===== config.mk =====
export PLATFORM = sky130hd
export DESIGN_NAME = mod_memstage
export DESIGN_NICKNAME = d
export VERILOG_FILES = /design/src/rtl/mod_memstage_pkg.sv /design/src/rtl/mod_memstage.sv
export SDC_FILE = /design/constraint.sdc
export NUM_CORES = 1
export LEC_CHECK = 0
export ABC_AREA = 0
export CAP_MARGIN = 20
export CORE_AREA = 2 2 214 216
export CTS_BUF_LIST = sky130_fd_sc_hd__clkbuf_4
export CTS_CLUSTER_DIAMETER = 120
export DETAILED_ROUTE_END_ITERATION = 16
export DIE_AREA = 0 0 216 218
export GPL_TIMING_DRIVEN = 0
export SETUP_SLACK_MARGIN = 0.5
export SYNTH_ARGS = -nofsm -noshare
export SYNTH_HDL_FRONTEND = slang
export SYNTH_SLANG_ARGS = --single-unit

===== constraint.sdc =====
create_clock -name clk -period 3.02 [get_ports clk]
set_clock_uncertainty 0.1 [all_clocks]
set_input_delay 0.604 -clock clk [delete_from_list [all_inputs] [get_ports clk]]
set_output_delay 0.604 -clock clk [all_outputs]
set_load 0.05 [all_outputs]

===== src/rtl/mod_memstage_pkg.sv =====
// Shared types for the MEM stage and its MEM/EX consumer: packets, flags,
// memory-op kinds and stage states.
package mod_memstage_pkg;

  typedef enum logic [1:0] {
    NONE  = 2'b00,
    LOAD  = 2'b01,
    STORE = 2'b10
  } mem_kind_e;

  typedef enum logic [1:0] {
    IDLE      = 2'b00,
    REQ       = 2'b01,
    WAIT_RESP = 2'b10,
    OUT       = 2'b11
  } memstage_state_e;

  typedef struct packed {
    logic zero;
    logic carry;
    logic neg;
    logic ovf;
  } flags_reg;

  typedef struct packed {
    logic [7:0]  ctl_opcode;
    logic [4:0]  rd;
    logic        wb_en;
    logic [63:0] operand;
  } MEM_EX;

  typedef struct packed {
    logic [4:0]  rd;
    logic        wb_en;
    logic [63:0] result;
    flags_reg    flags;
  } EX_WB;

  // Encoding 2'b11 is illegal and behaves as a non-memory instruction.
  function automatic mem_kind_e decode_kind(input logic [1:0] kind);
    case (kind)
      2'b01:   return LOAD;
      2'b10:   return STORE;
      default: return NONE;
    endcase
  endfunction

endpackage


===== src/rtl/mod_memstage.sv =====
// Pipeline MEM stage: issues one 64-bit load/store at a time on the data-memory
// port and hands the MEM_EX packet plus load data to execute.
module mod_memstage
  import mod_memstage_pkg::*;
#(
  parameter int DATA_W  = 64,
  parameter int TIMEOUT = 255
) (
  input  logic              clk,
  input  logic              reset,
  input  logic              in_valid,
  output logic              in_ready,
  input  logic [1:0]        in_kind,
  input  logic [63:0]       in_addr,
  input  logic [DATA_W-1:0] in_wdata,
  input  MEM_EX             in_memex,
  output logic              mem_req_valid,
  input  logic              mem_req_ready,
  output logic              mem_req_we,
  output logic [63:0]       mem_req_addr,
  output logic [DATA_W-1:0] mem_req_wdata,
  input  logic              mem_resp_valid,
  input  logic [DATA_W-1:0] mem_resp_data,
  input  logic              ex_ready,
  output logic              can_execute,
  output MEM_EX             memex,
  output logic [DATA_W-1:0] load_buffer,
  output logic              loadbuffer_done,
  output logic              memstage_active,
  output logic              store_memstage_active,
  output logic              mem_err
);

  memstage_state_e   state_q, state_d;
  mem_kind_e         kind_q;
  logic [63:0]       addr_q;
  logic [DATA_W-1:0] wdata_q;
  logic [7:0]        tmo_cnt;
  logic              timeout_hit;

  // Fires on the TIMEOUT-th cycle spent in WAIT_RESP.
  assign timeout_hit = (state_q == WAIT_RESP) && (tmo_cnt == 8'(TIMEOUT - 1));

  always_ff @(posedge clk) begin
    if (reset) state_q <= IDLE;
    else       state_q <= state_d;
  end

  always_comb begin
    state_d = state_q;
    case (state_q)
      IDLE:      if (in_valid) state_d = (decode_kind(in_kind) == NONE) ? OUT : REQ;
      REQ:       if (mem_req_ready) state_d = WAIT_RESP;
      WAIT_RESP: if (mem_resp_valid || timeout_hit) state_d = OUT;
      OUT:       if (ex_ready) state_d = IDLE;
      default:   state_d = IDLE;
    endcase
  end

  always_ff @(posedge clk) begin
    if (reset) begin
      kind_q          <= NONE;
      addr_q          <= '0;
      wdata_q         <= '0;
      memex           <= '0;
      load_buffer     <= '0;
      loadbuffer_done <= 1'b0;
      mem_err         <= 1'b0;
      tmo_cnt         <= '0;
    end else begin
      if (state_q == IDLE && in_valid) begin
        kind_q  <= decode_kind(in_kind);
        addr_q  <= in_addr;
        wdata_q <= in_wdata;
        memex   <= in_memex;
      end

      if (state_q == REQ && mem_req_ready)
        tmo_cnt <= '0;
      else if (state_q == WAIT_RESP && tmo_cnt != 8'hFF)
        tmo_cnt <= tmo_cnt + 8'd1;

      // A response on the timeout cycle still counts as a response.
      if (state_q == WAIT_RESP) begin
        if (mem_resp_valid) begin
          if (kind_q == LOAD) begin
            load_buffer     <= mem_resp_data;
            loadbuffer_done <= 1'b1;
          end
        end else if (timeout_hit) begin
          mem_err     <= 1'b1;
          load_buffer <= '0;
        end
      end

      if (state_q == OUT && ex_ready)
        loadbuffer_done <= 1'b0;
    end
  end

  assign in_ready              = (state_q == IDLE);
  assign mem_req_valid         = (state_q == REQ);
  assign mem_req_we            = (kind_q == STORE);
  assign mem_req_addr          = addr_q;
  assign mem_req_wdata         = wdata_q;
  assign can_execute           = (state_q == OUT);
  assign memstage_active       = (state_q != IDLE);
  assign store_memstage_active = (kind_q == STORE) &&
                                 (state_q == REQ || state_q == WAIT_RESP);

endmodule


# == Yosys cells after proc, flatten, opt, wreduce, memory -nomap -nowiden ==
# Cells that the tools add are included.
# Widths: inputs -> output; s select.
# totals
input_bits,278
wordCells,58
reg_bits,284
# op_classes
n_eq_ne,14
reduce_logical,18
bitwise_logic,1
n_mux,12
n_addsub,1
# ops
op,count
$mux 64,3
$mux 2,7
$reduce_and 3->1,3
$add 8x1->8 const B,1
$eq 2x2->1 const B,4
$eq 8x8->1 const B,1
$ne 8x8->1 const B,1
$pmux 2 s4,1
$eq 2x1->1 const B,3
$logic_and 1x1->1,6
$ne 2x1->1 const B,3
$logic_not 2->1,2
$ne 2x2->1 const B,2
$pmux 2 s2,1
$reduce_and 4->1,1
$reduce_bool 2->1,2
$reduce_or 2->1,2
$logic_or 1x1->1,2
$not 1->1,1

# == Depth between registers and ports, before layout ==
# logic_depth
ltp_word,8
mapped_depth,8

# == Least setup slack after synthesis ==
# Ideal clock, no wire load.
# synth_timing
kind,reg-to-reg
startpoint,register state_q[0]
endpoint,register addr_q[25] (netlist: mem_req_addr[25])
stages_incl_launch_ff,9
t_arrival_ps,2299
path_slack_ps,550
t_required_ps,2850
path_cell_list,dfxtp_1 inv_1 ha_1 inv_1 nor2_2 buf_2 buf_1 nand2_1 a21oi_1
# synth_between
elab_chain_cells,2
# synth_rtl
element,line_no,rtl
from (decl),mod_memstage.sv:34,"memstage_state_e state_q, state_d;"
from (signal assigned),mod_memstage.sv:46,else state_q <= state_d;
$logic_not 2->1,n/a,
net in_ready,mod_memstage.sv:12,"output logic in_ready,"
$logic_and 1x1->1,mod_memstage.sv:71,if (state_q == IDLE && in_valid) begin
to (signal assigned),mod_memstage.sv:73,addr_q <= in_addr;
to (decl),mod_memstage.sv:36,logic [63:0] addr_q;
# The timed path passes the listed nets, and every way through them passes these cells.
# A chain may end at the register's enable or synchronous reset.

# == Final worst setup path ==
# layout_timing
startpoint,register state_q[1]
endpoint,output port store_memstage_active
# layout_between
elab_chain_cells,3
# layout_rtl
element,line_no,rtl
$eq 2x1->1 / $eq 2x2->1 (equally long branches),mod_memstage.sv:109,(state_q == REQ || state_q == WAIT_RESP);
$logic_or 1x1->1 (*),mod_memstage.sv:109,
$logic_and 1x1->1 (*),mod_memstage.sv:108,assign store_memstage_active = (kind_q == STORE) &&
to (decl),mod_memstage.sv:30,"output logic store_memstage_active,"
# Mark *: on every way between the ends. The rest lies on a longest branch, timed or not.

==> results.md <==
* Worst hold path class: input port to register
* Transition at the pin with the smallest max-transition slack at 836 ps
* Fraction of final layout cells sized beyond drive strength 1 at 0.109
* Layout net count at about 2,100
* Final Wtd Congestion at 0.889
* Cell variety after synth at 40
* Worst-case hold slack at between 150 and 200 ps
* Static power due to leakage at 7.33 nW
* Sinks on the clock net at around 280
* Part of the total power dissipated in combinational logic at 0.372
* Final max-slew violation count at 0
* Largest net degree at the start of global routing at 12
* Crit path kind: register to output pin
* Number of ports placed on the die boundary at 556
* Total Die Area at 47,100 sq um
* Clock buffer count from CTS at a little over 80
* FILL cells at roughly 4,700
* Critical Path Start Type: register
* Period utilisation layout at 0.816
* Most common flop cell mapped by yosys: dfxtp_1
* Clock tree from TritonCTS: yes
* Crit Path Max Fanout at 4
* Synthesized net count at around 1,500
* DRC violation count after routing at 0
* Proportion of netlist area held by the largest area contributor at 0.573
* Global-route met2 utilization at 0.303
* Multi-input gate area at about 3800 sq um
* Count of flip-flops with a built-in enable after synthesis at 0
* Minimum clock period at between 2000 and 2500 ps
* Initial DRC Count at 388
* Endpoint arrival time on the critical path at about 1800 ps
* Vias in the first global route at between 10,000 and 15,000
* Biggest area consumer among synthesized cells: dfxtp_1
* Starting density of the core at 0.221
* Most area-consuming cells after synthesis: dfxtp_1 (57%), nand2_1 (16%), a21oi_1 (11%)
* Root Buffer Master: clkbuf_4
* MaxCap Viol Count at 0
* Vertical extent of the die at around 220 microns
* Fin worst setup slack at 556 ps
* Vias per Instance at 4.33
* Data required, critical path at roughly 2300 ps
* Worst ir drop on vdd at about 0.45 mV
* Initial antenna violation count at 3
* Clk pwr share at 0.275
* Horizontal extent of the die at between 200 and 250 microns
* Share of async-settable or async-resettable flops after synthesis at 0
* Final core occ at 0.378
* Setup repair after global routing missed its margin: yes
* Switching part of the total at 0.416
* Int Pwr at about 7.5 mW
* Register-to-register setup slack at 760 ps
* Mean Syn Cell Area at 8.27 sq um
* Destination of the worst hold path: tmo_cnt[2]$_SDFFE_PP0P_
* Final WL at between 40,000 and 50,000 microns
* First-pass DRT Iterations at 5
* Hold_buf cts at 0
* Vias after detailed routing at ~11,000
* NetSw at 5.32 mW
* Standard-cell rows at about 80
* Area growth syn-to-layout at 71.3%
* Startpoint of the worst register-to-register path: state_q[0]$_SDFFE_PP0P_
* Post-synthesis instance area at just under 10,000 sq um
* Final ANT Viol Nets at 0
* Clock transition at the registers of the reported paths at roughly 70 ps
* Post-Syn Instances at 1,199
* Critical Path End Type: output pin
* PortBufs at between 500 and 600
* Number of H-tree levels at 3
* Total of warnings raised by yosys at 0
* Fraction of the yosys area taken by sequential cells at 0.573
* GR Util All Layers at 0.173
* Seq. cell area at 5690 sq um
* Outcome: complete, no violations
* Global routing met3 resource utilization at 0.0736
* Startpoint of the most critical hold path: reset
* Area of the core at 44,900 sq um
* Fraction of met1 tracks used by global routing at 0.183
* Setup TNS at 0 ps
* Wire length of the first global-routing pass at 62,000 microns
* Pre-CTS setup slack at -247 ps
* Final hold vios at 0
* Post-detail-place hpwl at 32,600 microns
* Most congested layer reported by global routing: met2
* Max Clk Rate at 406 MHz
* Proportion of power drawn by flip-flops and latches at 0.353
* Number of synthesized register bits at 284
* Congestion Overflow GR at 0
* Relative slew margins at 0.442
* Total of endpoints with negative setup slack in the final report at 0
* Wirelength per Cell at about 17 microns
* Total power per unit cell area at approximately 750 nW/um^2
* Source-to-sink clock delay at the later pin of the worst-skew pair at approximately 800 ps
* Buffer levels on the longest clock path at 3
* Depth of the worst hold-timing path at 3
* Cell count of the worst reg-to-reg path at 8
* R2r endpoint: mem_req_addr[26]$_SDFFE_PP0P_
flip-flops by register name, indices dropped and copies added (netlist names):
name,count
kind_q,2
load_buffer,64
loadbuffer_done,1
mem_err,1
mem_req_addr,64
mem_req_wdata,64
memex,78
state_q,2
tmo_cnt,8
per-stage QoR:
step	power [mW]	cells	area [sq um]
floorplan	7.60	1199	9920
global placement	9.59	2353	16200
finish	12.8	2498	17000
detailed placement	9.64	2353	16200
global route	13.5	2498	17000
CTS	13.0	2493	17000
power by group through the flow:
| stage | logic (mW) | registers [mW] | clock network [mW] |
|---|---|---|---|
| after global routing | 5.08 | 4.57 | 3.88 |
| after detailed placement | 5.04 | 4.60 | 0 |
| after CTS | 4.81 | 4.51 | 3.69 |
| after global placement | 5.01 | 4.58 | 0 |
| after floorplan | 1.46 | 6.14 | 0 |
| final | 4.76 | 4.51 | 3.51 |
cells by family (layout without fill, tap and decap cells):
family,after synthesis,in the layout,share of synthesized area
and+or+nand+nor,509,509,0.198
AOI/OAI and AO/OA,291,291,0.170
DFF,284,284,0.573
buffers and inverters,100,794,0.0418
adders and majority gates,9,9,0.0114
xor gates and xnor gates,5,5,0.00442
muxes,1,1,0.00101
other,0,5,0
placed cells by master, fill, tap and decap left out, drive strengths merged, types with 3 or more instances in the layout:
cell type        n
a211oi           3
a21oi          211
a22oi           64
a31oi            3
and3             4
buf             30
clkbuf         191
clkdlybuf4s15   44
clkdlybuf4s50  276
clkinv          11
dfxtp          284
diode            5
dlygate4sd2    226
ha               9
inv             16
nand2          419
nor2            74
xnor2            3
what timing repair did:
| item | 4_1_cts | 5_1_grt |
|---|---|---|
| endpoints found under the setup margin | 401 | 59 |
| hold endpoints to repair | 0 | 0 |
| gates resized for setup | 383 | 19 |
| buffers inserted | 0 | 0 |
layout make-up:
type / instances / area share
clock inverters: 16 / 0.00412
clock buffers: 124 / 0.0548
inverters: 11 / 0.00243
repair buffers: 554 / 0.310
flip-flops and latches: 284 / 0.335
diodes: 5 / 0.000737
multi-input cells: 815 / 0.226
plain buffers: 89 / 0.0225
well taps: 600 / 0.0442
worst max-delay path by stage:
| stage | from | to | slack (ps) | depth (start not counted) |
|---|---|---|---|---|
| finish | state_q[1]$_SDFFE_PP0P_ | store_memstage_active | 560 | 4 |
| global route | state_q[1]$_SDFFE_PP0P_ | store_memstage_active | 400 | 4 |
| CTS | state_q[0]$_SDFFE_PP0P_ | store_memstage_active | 340 | 4 |
| detailed placement | in_valid | mem_req_addr[60]$_SDFFE_PP0P_ | -250 | 7 |
| global placement | in_valid | mem_req_wdata[40]$_SDFFE_PP0P_ | -220 | 7 |
| floorplan | state_q[0]$_SDFFE_PP0P_ | mem_req_addr[25]$_SDFFE_PP0P_ | 550 | 8 |
metal layers:
| layer | vias to the layer above | share of wire |
|---|---|---|
| li1 | 5288 | - |
| met1 | 4993 | 0.39 |
| met2 | 462 | 0.49 |
| met3 | 69 | 0.096 |
| met4 | 2 | 0.028 |
| met5 | - | 0.00033 |
cells in the mapped netlist, types with 2 or more instances:
cell type	instances
nand2_1	419
dfxtp_1	284
a21oi_1	211
nor2_1	73
a22oi_1	64
clkbuf_1	63
buf_2	17
inv_1	11
ha_1	9
buf_1	7
a211oi_1	3
xnor2_1	3
a31oi_1	2
and2_1	2
and3_2	2
nand3_1	2
nor2b_1	2
o211ai_1	2
xor2_1	2
critical path: stages, from the launching register on:
cell	delay, ps
dfxtp_2	360
inv_2	60
ha_4	290
and2_4	140
buf_6	150
Power figures use the tool's default switching activity.
